--- src/rtl/synth_pkg.sv ---
// Shared constants and types for the synth voice datapath: widths, the
// scheduler FSM encoding and the per-voice configuration record.
package synth_pkg;

    localparam int VOICE_IDX_W = 8;
    localparam int WT_PHASE_W  = 10;
    localparam int SAMPLE_W    = 16;
    localparam int WAVE_W      = 4;
    // Widest phase accumulator the config record can carry.
    localparam int INCR_MAX_W  = 32;

    typedef enum logic [2:0] {
        IDLE,
        ISSUE,
        WAIT,
        ACCUM,
        OUTPUT
    } sched_state_t;

    typedef struct packed {
        logic [INCR_MAX_W-1:0] incr;
        logic [WAVE_W-1:0]     wave;
        logic                  gate;
    } voice_cfg_t;

endpackage

--- src/rtl/voice_state_bank.sv ---
// Per-voice registers: one config write port plus one combinational
// read / phase-advance port indexed by the scheduler's voice counter.
module voice_state_bank
    import synth_pkg::*;
#(
    parameter int NUM_VOICES = 16,
    parameter int PHASE_W    = 24,
    parameter int IDX_W      = 4
) (
    input  logic                   clk,
    input  logic                   reset,
    input  logic                   cfg_we,
    input  logic [VOICE_IDX_W-1:0] cfg_voice,
    input  voice_cfg_t             cfg_in,
    input  logic [IDX_W-1:0]       rd_idx,
    input  logic                   phase_adv,
    output logic [WAVE_W-1:0]      rd_wave,
    output logic                   rd_gate,
    output logic [WT_PHASE_W-1:0]  rd_phase_hi
);

    // Power-of-two depth keeps every index exactly IDX_W wide; entries at or
    // above NUM_VOICES are never written and stay at zero.
    localparam int DEPTH = 2 ** IDX_W;

    logic [PHASE_W-1:0] incr_q  [DEPTH];
    logic [PHASE_W-1:0] incr_d  [DEPTH];
    logic [WAVE_W-1:0]  wave_q  [DEPTH];
    logic [WAVE_W-1:0]  wave_d  [DEPTH];
    logic               gate_q  [DEPTH];
    logic               gate_d  [DEPTH];
    logic [PHASE_W-1:0] phase_q [DEPTH];
    logic [PHASE_W-1:0] phase_d [DEPTH];

    logic                  cfg_hit;
    logic [IDX_W-1:0]      cfg_idx;
    logic [INCR_MAX_W-1:0] unused_cfg_incr;

    assign cfg_hit         = cfg_we && (int'(cfg_voice) < NUM_VOICES);
    assign cfg_idx         = cfg_voice[IDX_W-1:0];
    assign unused_cfg_incr = cfg_in.incr;

    always_comb begin
        incr_d  = incr_q;
        wave_d  = wave_q;
        gate_d  = gate_q;
        phase_d = phase_q;
        if (phase_adv) begin
            phase_d[rd_idx] = phase_q[rd_idx] + incr_q[rd_idx];
        end
        // A voice being switched on restarts its waveform from phase zero.
        if (cfg_hit) begin
            incr_d[cfg_idx] = cfg_in.incr[PHASE_W-1:0];
            wave_d[cfg_idx] = cfg_in.wave;
            gate_d[cfg_idx] = cfg_in.gate;
            if (cfg_in.gate && !gate_q[cfg_idx]) begin
                phase_d[cfg_idx] = '0;
            end
        end
    end

    always_ff @(posedge clk or posedge reset) begin
        if (reset) begin
            for (int i = 0; i < DEPTH; i++) begin
                incr_q[i]  <= '0;
                wave_q[i]  <= '0;
                gate_q[i]  <= 1'b0;
                phase_q[i] <= '0;
            end
        end else begin
            incr_q  <= incr_d;
            wave_q  <= wave_d;
            gate_q  <= gate_d;
            phase_q <= phase_d;
        end
    end

    assign rd_wave     = wave_q[rd_idx];
    assign rd_gate     = gate_q[rd_idx];
    assign rd_phase_hi = phase_q[rd_idx][PHASE_W-1 -: WT_PHASE_W];

endmodule

--- src/rtl/voice_scheduler.sv ---
// Sweeps all voices through the shared wavetable once per sample tick and
// emits one saturated mix; mix_valid is a one-cycle strobe, no back-pressure.
module voice_scheduler
    import synth_pkg::*;
#(
    parameter int NUM_VOICES = 16,
    parameter int PHASE_W    = 24,
    parameter int WT_LATENCY = 3,
    parameter int MIX_SHIFT  = 2
) (
    input  logic                       clk,
    input  logic                       reset,
    input  logic                       sample_tick,
    input  logic                       cfg_we,
    input  logic [VOICE_IDX_W-1:0]     cfg_voice,
    input  logic [PHASE_W-1:0]         cfg_incr,
    input  logic [WAVE_W-1:0]          cfg_wave,
    input  logic                       cfg_gate,
    output logic [WT_PHASE_W-1:0]      wt_phase,
    output logic [WAVE_W-1:0]          wt_wave_select,
    output logic [VOICE_IDX_W-1:0]     wt_voice_index,
    input  logic signed [SAMPLE_W-1:0] wt_sample,
    output logic signed [SAMPLE_W-1:0] mix_out,
    output logic                       mix_valid,
    output logic                       busy,
    output logic                       overrun
);

    localparam int IDX_W = (NUM_VOICES > 1) ? $clog2(NUM_VOICES) : 1;
    localparam int ACC_W = 20;
    localparam int CNT_W = $clog2(WT_LATENCY);
    localparam logic [VOICE_IDX_W-1:0] LAST_V  = VOICE_IDX_W'(NUM_VOICES - 1);
    localparam logic signed [ACC_W-1:0] SAT_MAX = ACC_W'(32767);
    localparam logic signed [ACC_W-1:0] SAT_MIN = ACC_W'(-32768);

    sched_state_t               state_q, state_d;
    logic [VOICE_IDX_W-1:0]     v_q, v_d;
    logic [CNT_W-1:0]           wait_q, wait_d;
    logic signed [ACC_W-1:0]    acc_q, acc_d;
    logic [WT_PHASE_W-1:0]      wt_phase_q, wt_phase_d;
    logic [WAVE_W-1:0]          wt_wave_q, wt_wave_d;
    logic [VOICE_IDX_W-1:0]     wt_voice_q, wt_voice_d;
    logic signed [SAMPLE_W-1:0] mix_out_q, mix_out_d;
    logic                       mix_valid_q, mix_valid_d;
    logic                       overrun_q, overrun_d;

    logic                       phase_adv;
    logic [WAVE_W-1:0]          rd_wave;
    logic                       rd_gate;
    logic [WT_PHASE_W-1:0]      rd_phase_hi;
    logic signed [ACC_W-1:0]    shifted;
    voice_cfg_t                 cfg_in;

    assign cfg_in = '{incr: INCR_MAX_W'(cfg_incr), wave: cfg_wave, gate: cfg_gate};

    voice_state_bank #(
        .NUM_VOICES (NUM_VOICES),
        .PHASE_W    (PHASE_W),
        .IDX_W      (IDX_W)
    ) u_bank (
        .clk         (clk),
        .reset       (reset),
        .cfg_we      (cfg_we),
        .cfg_voice   (cfg_voice),
        .cfg_in      (cfg_in),
        .rd_idx      (v_q[IDX_W-1:0]),
        .phase_adv   (phase_adv),
        .rd_wave     (rd_wave),
        .rd_gate     (rd_gate),
        .rd_phase_hi (rd_phase_hi)
    );

    always_comb begin
        state_d     = state_q;
        v_d         = v_q;
        wait_d      = wait_q;
        acc_d       = acc_q;
        wt_phase_d  = wt_phase_q;
        wt_wave_d   = wt_wave_q;
        wt_voice_d  = wt_voice_q;
        mix_out_d   = mix_out_q;
        mix_valid_d = 1'b0;
        overrun_d   = sample_tick && (state_q != IDLE);
        phase_adv   = 1'b0;
        shifted     = acc_q >>> MIX_SHIFT;

        case (state_q)
            IDLE: begin
                if (sample_tick) begin
                    state_d = ISSUE;
                    v_d     = '0;
                    acc_d   = '0;
                end
            end
            ISSUE: begin
                if (rd_gate) begin
                    wt_phase_d = rd_phase_hi;
                    wt_wave_d  = rd_wave;
                    wt_voice_d = v_q;
                    phase_adv  = 1'b1;
                    wait_d     = CNT_W'(WT_LATENCY - 1);
                    state_d    = WAIT;
                end else if (v_q == LAST_V) begin
                    state_d = OUTPUT;
                end else begin
                    v_d = v_q + VOICE_IDX_W'(1);
                end
            end
            // wt_* are registers, so the wavetable sees the phase from the
            // first WAIT cycle; WT_LATENCY WAIT cycles put the capture in ACCUM.
            WAIT: begin
                if (wait_q == '0) begin
                    state_d = ACCUM;
                end else begin
                    wait_d = wait_q - CNT_W'(1);
                end
            end
            ACCUM: begin
                acc_d = acc_q + ACC_W'(wt_sample);
                if (v_q == LAST_V) begin
                    state_d = OUTPUT;
                end else begin
                    v_d     = v_q + VOICE_IDX_W'(1);
                    state_d = ISSUE;
                end
            end
            OUTPUT: begin
                if (shifted > SAT_MAX) begin
                    mix_out_d = 16'sh7FFF;
                end else if (shifted < SAT_MIN) begin
                    mix_out_d = 16'sh8000;
                end else begin
                    mix_out_d = shifted[SAMPLE_W-1:0];
                end
                mix_valid_d = 1'b1;
                state_d     = IDLE;
            end
            default: state_d = IDLE;
        endcase
    end

    always_ff @(posedge clk or posedge reset) begin
        if (reset) begin
            state_q     <= IDLE;
            v_q         <= '0;
            wait_q      <= '0;
            acc_q       <= '0;
            wt_phase_q  <= '0;
            wt_wave_q   <= '0;
            wt_voice_q  <= '0;
            mix_out_q   <= '0;
            mix_valid_q <= 1'b0;
            overrun_q   <= 1'b0;
        end else begin
            state_q     <= state_d;
            v_q         <= v_d;
            wait_q      <= wait_d;
            acc_q       <= acc_d;
            wt_phase_q  <= wt_phase_d;
            wt_wave_q   <= wt_wave_d;
            wt_voice_q  <= wt_voice_d;
            mix_out_q   <= mix_out_d;
            mix_valid_q <= mix_valid_d;
            overrun_q   <= overrun_d;
        end
    end

    assign wt_phase       = wt_phase_q;
    assign wt_wave_select = wt_wave_q;
    assign wt_voice_index = wt_voice_q;
    assign mix_out        = mix_out_q;
    assign mix_valid      = mix_valid_q;
    assign overrun        = overrun_q;
    assign busy           = (state_q != IDLE);

endmodule

--- config.mk ---
export PLATFORM = sky130hd
export DESIGN_NAME = voice_scheduler
export DESIGN_NICKNAME = d
export VERILOG_FILES = /design/src/rtl/synth_pkg.sv /design/src/rtl/voice_state_bank.sv /design/src/rtl/voice_scheduler.sv
export SDC_FILE = /design/constraint.sdc
export NUM_CORES = 2
export LEC_CHECK = 0
export CORE_MARGIN = 4
export CORE_UTILIZATION = 45
export DETAILED_ROUTE_END_ITERATION = 10
export REMOVE_ABC_BUFFERS = 1
export SLEW_MARGIN = 40
export SYNTH_ARGS = -nofsm -noshare
export SYNTH_HDL_FRONTEND = slang
export SYNTH_SLANG_ARGS = --single-unit
--- constraint.sdc ---
create_clock -name clk -period 33.8 [get_ports clk]
set_clock_uncertainty 0.1 [all_clocks]
set_input_delay 10.14 -clock clk [delete_from_list [all_inputs] [get_ports clk]]
set_output_delay 10.14 -clock clk [all_outputs]
set_load 0.005 [all_outputs]
==> flow_summary.toml <==
[synth]
synth_edf_count = 0
ys_async_sr_fraction = 1.000
synth_area_leaders = "dfrtp_1, mux4_2, mux2_2, nand2_1, nor2_1"
syn-cell-area_um2 = 44200
post-synth-top-count-cell = "dfrtp_1"
yosysSeqAreaShare = 0.5215
syn_inst = 3642
yosys-top-cells-count = "dfrtp_1, nand2_1, mux2_2"
yosysUniqueCellTypes = 69
ys_warn_count = 0
synth_top_cell_by_area = "dfrtp_1"
synth_flop_cell = "dfrtp_1"
ys_ff_latch = 921
avgSynthCellArea_um2 = 12.14
synth_top_area_frac = 0.5215

[floorplan]
die_h_um = 321.4
coreArea_um2 = 96990
initial_utilization = 0.4557
die_w_um = 321.4
fp.dieArea_um2 = 103300
io_pins = 98
rows = 114

[cts]
cts-buffers-inserted = 98
path_clk_slew_ps = 60
postCtsHoldBufs = 0
cts_tree = "yes"
htree_num_levels = 3
clock-sinks = 921
clock_latency_ps = 680
cts_buffer_depth = 3
cts_resized = 0
cts_root_buf = "clkbuf_16"
cts_setup_buffers = 0

[critical_path]
cp.arrival_ps = 13480
worstPathMaxFanout = 14
worstPathRequired_ps = 34230
path_class = "in2reg"
cp-start-kind = "input pin"
rrSetupSlack_ps = 27200
worstSetupEndpointType = "flop"

[sta]
finalMaxSlewViolations = 0
setup_violations = 0
hold_ws_ps = 362.5
final_hold_viol_count = 0
fin_crit_sh = 0.3863
rsz0062_at_grt = "false"
tightest_slew_ps = 846.8
relSlewSlack = 0.4355
clock.fmax_mhz = 76.59
layout_min_cycle_time_ps = 13060

[placement]
io_buffers = 97
place_inst = 4842
placed_area_um2 = 46800
place_congestion = 0.8617
dpl.hpwl_um = 74360

[power]
power_mw = 4.452
ir_drop_uv = 101.5
sw_frac_of_total = 0.3946
p_per_area_nw_per_um2 = 88.64
p_sw_mw = 1.757
power_frac_comb = 0.415
seqPwrFrac = 0.333
intPower_mw = 2.695
clkPwrFrac = 0.252
leakage_nw = 22.07

[layout]
final_area_um2 = 50220
utilization = 0.5178
final_cell_count_no_fill = 5024
nets = 3773
syn2layout_area_growth_pct = 13.64
drive_above_1_share = 0.2856

[detailed_routing]
drt_iter0_drc = 2589
firstDrtPassIters = 5
met1Wirelength_um = 54430
drc_errors = 0
dr_wl_met2_um = 56620
via_per_inst = 5.906
wl_met3_um = 7385
detail-route-antenna-nets = 0
vias = 29670
wl_um = 121300
wire_per_inst_um = 24.14
routed.top_layer = "met5"

[global_routing]
gr-total-overflow = 0
antenna_found_initial = 4
track_usage = 0.2378
grt_max_degree = 128
grt_first_pass_wirelength_um = 189400
grt_pass1_vias = 30360

[hold_path]
hold_class = "reg2reg"

[run]
drv_cap = 0

[outcome]
status = "complete, no violations"
[power groups by stage]
stage	clock network (mW)	logic [mW]	registers, mW
after floorplan	0	1.15	1.53
after global placement	0	1.78	1.49
after detailed placement	0	1.82	1.50
after CTS	1.14	1.83	1.48
after global routing	1.19	1.99	1.51
final	1.12	1.85	1.48
[layout make-up]
cell class,instances,area (µm²)
tap,1276,1597
fill,8436,46770
sequential,921,23060
multi-input combinational,2423,20200
inverter,20,87.58
clock buffer,143,2904
clock inverter,37,471.7
timing repair buffer,203,1902
antenna,1,2.502
[per-layer routing]
layer,track usage,vias up
li1,-,13200
met1,0.3428,15430
met2,0.3766,845
met3,0.04562,188
met4,0.05637,8
met5,0,-
[sequential cells by signal (all words and copies together), names as in the netlist, 2 cells and up]
| name | flops |
|---|---|
| acc_q | 20 |
| mix_out | 16 |
| state_q | 3 |
| u_bank.gate_q | 16 |
| u_bank.incr_q | 384 |
| u_bank.phase_q | 384 |
| u_bank.wave_q | 64 |
| v_q | 8 |
| wait_q | 2 |
| wt_phase | 10 |
| wt_voice_index | 8 |
| wt_wave_select | 4 |
[cells in the final DEF (no fill, tap or decap), types with 9 or more instances in the layout]
cell and instances:
mux2_2 456, buf_4 89, dfrtp_1 917, mux4_2 266
bufinv_16 9, nand2_1 463, inv_1 19, a21oi_1 251
and3_1 14, clkinv_2 16, nor2_1 336, clkbuf_16 100
a211oi_1 58, o211ai_1 10, xor2_1 17, nor3_2 14
clkbuf_8 24, o21ai_0 94, a21o_1 16, and2_1 11
clkbuf_1 19, buf_6 10, ha_1 47, o22ai_1 66
nor2b_1 9, nand3_1 82, nor3_1 46, or2_2 15
xnor2_1 18, clkdlybuf4s50_1 96
[final timing paths]
kind                                    startpoint                   to  cells past startpoint
min in group asynchronous                    reset          wt_phase[1]                      2
worst max-delay path                  cfg_voice[7]  u_bank.phase_q[126]                      7
worst min register to register  u_bank.incr_q[135]   u_bank.incr_q[135]                      2
max in group asynchronous                    reset   u_bank.phase_q[84]                      5
worst min-delay path            u_bank.incr_q[135]   u_bank.incr_q[135]                      2
worst max register to register              v_q[0]  u_bank.phase_q[352]                     14
[critical path, stage by stage]
cell             delay (ps)
clkdlybuf4s50_1         410
nor4_2                  690
nand2_1                 160
or2_1                   490
nor3_4                  680
and3_1                  780
nor2_1                  120
[kinds of logic (layout without fill, tap and decap cells)]
| family | after synthesis | in the layout | synth area share |
|---|---|---|---|
| simple gates | 1052 | 1052 | 0.1010 |
| flops | 921 | 921 | 0.5215 |
| mux | 726 | 726 | 0.2526 |
| compound gates | 557 | 557 | 0.07519 |
| buf+inv | 298 | 403 | 0.02760 |
| fa+ha+maj | 49 | 49 | 0.01421 |
| xor+xnor | 39 | 39 | 0.007899 |
| other cells | 0 | 1 | 0 |
[metrics by stage]
step	setup TNS (ps)	setup slack, ps
2_1_floorplan	-2151590	-2336
3_3_place_gp	0	19690
3_5_place_dp	0	20130
4_1_cts	0	20850
5_1_grt	0	20630
6_report	0	20740
Note: power is estimated with default switching activity, not from simulation.
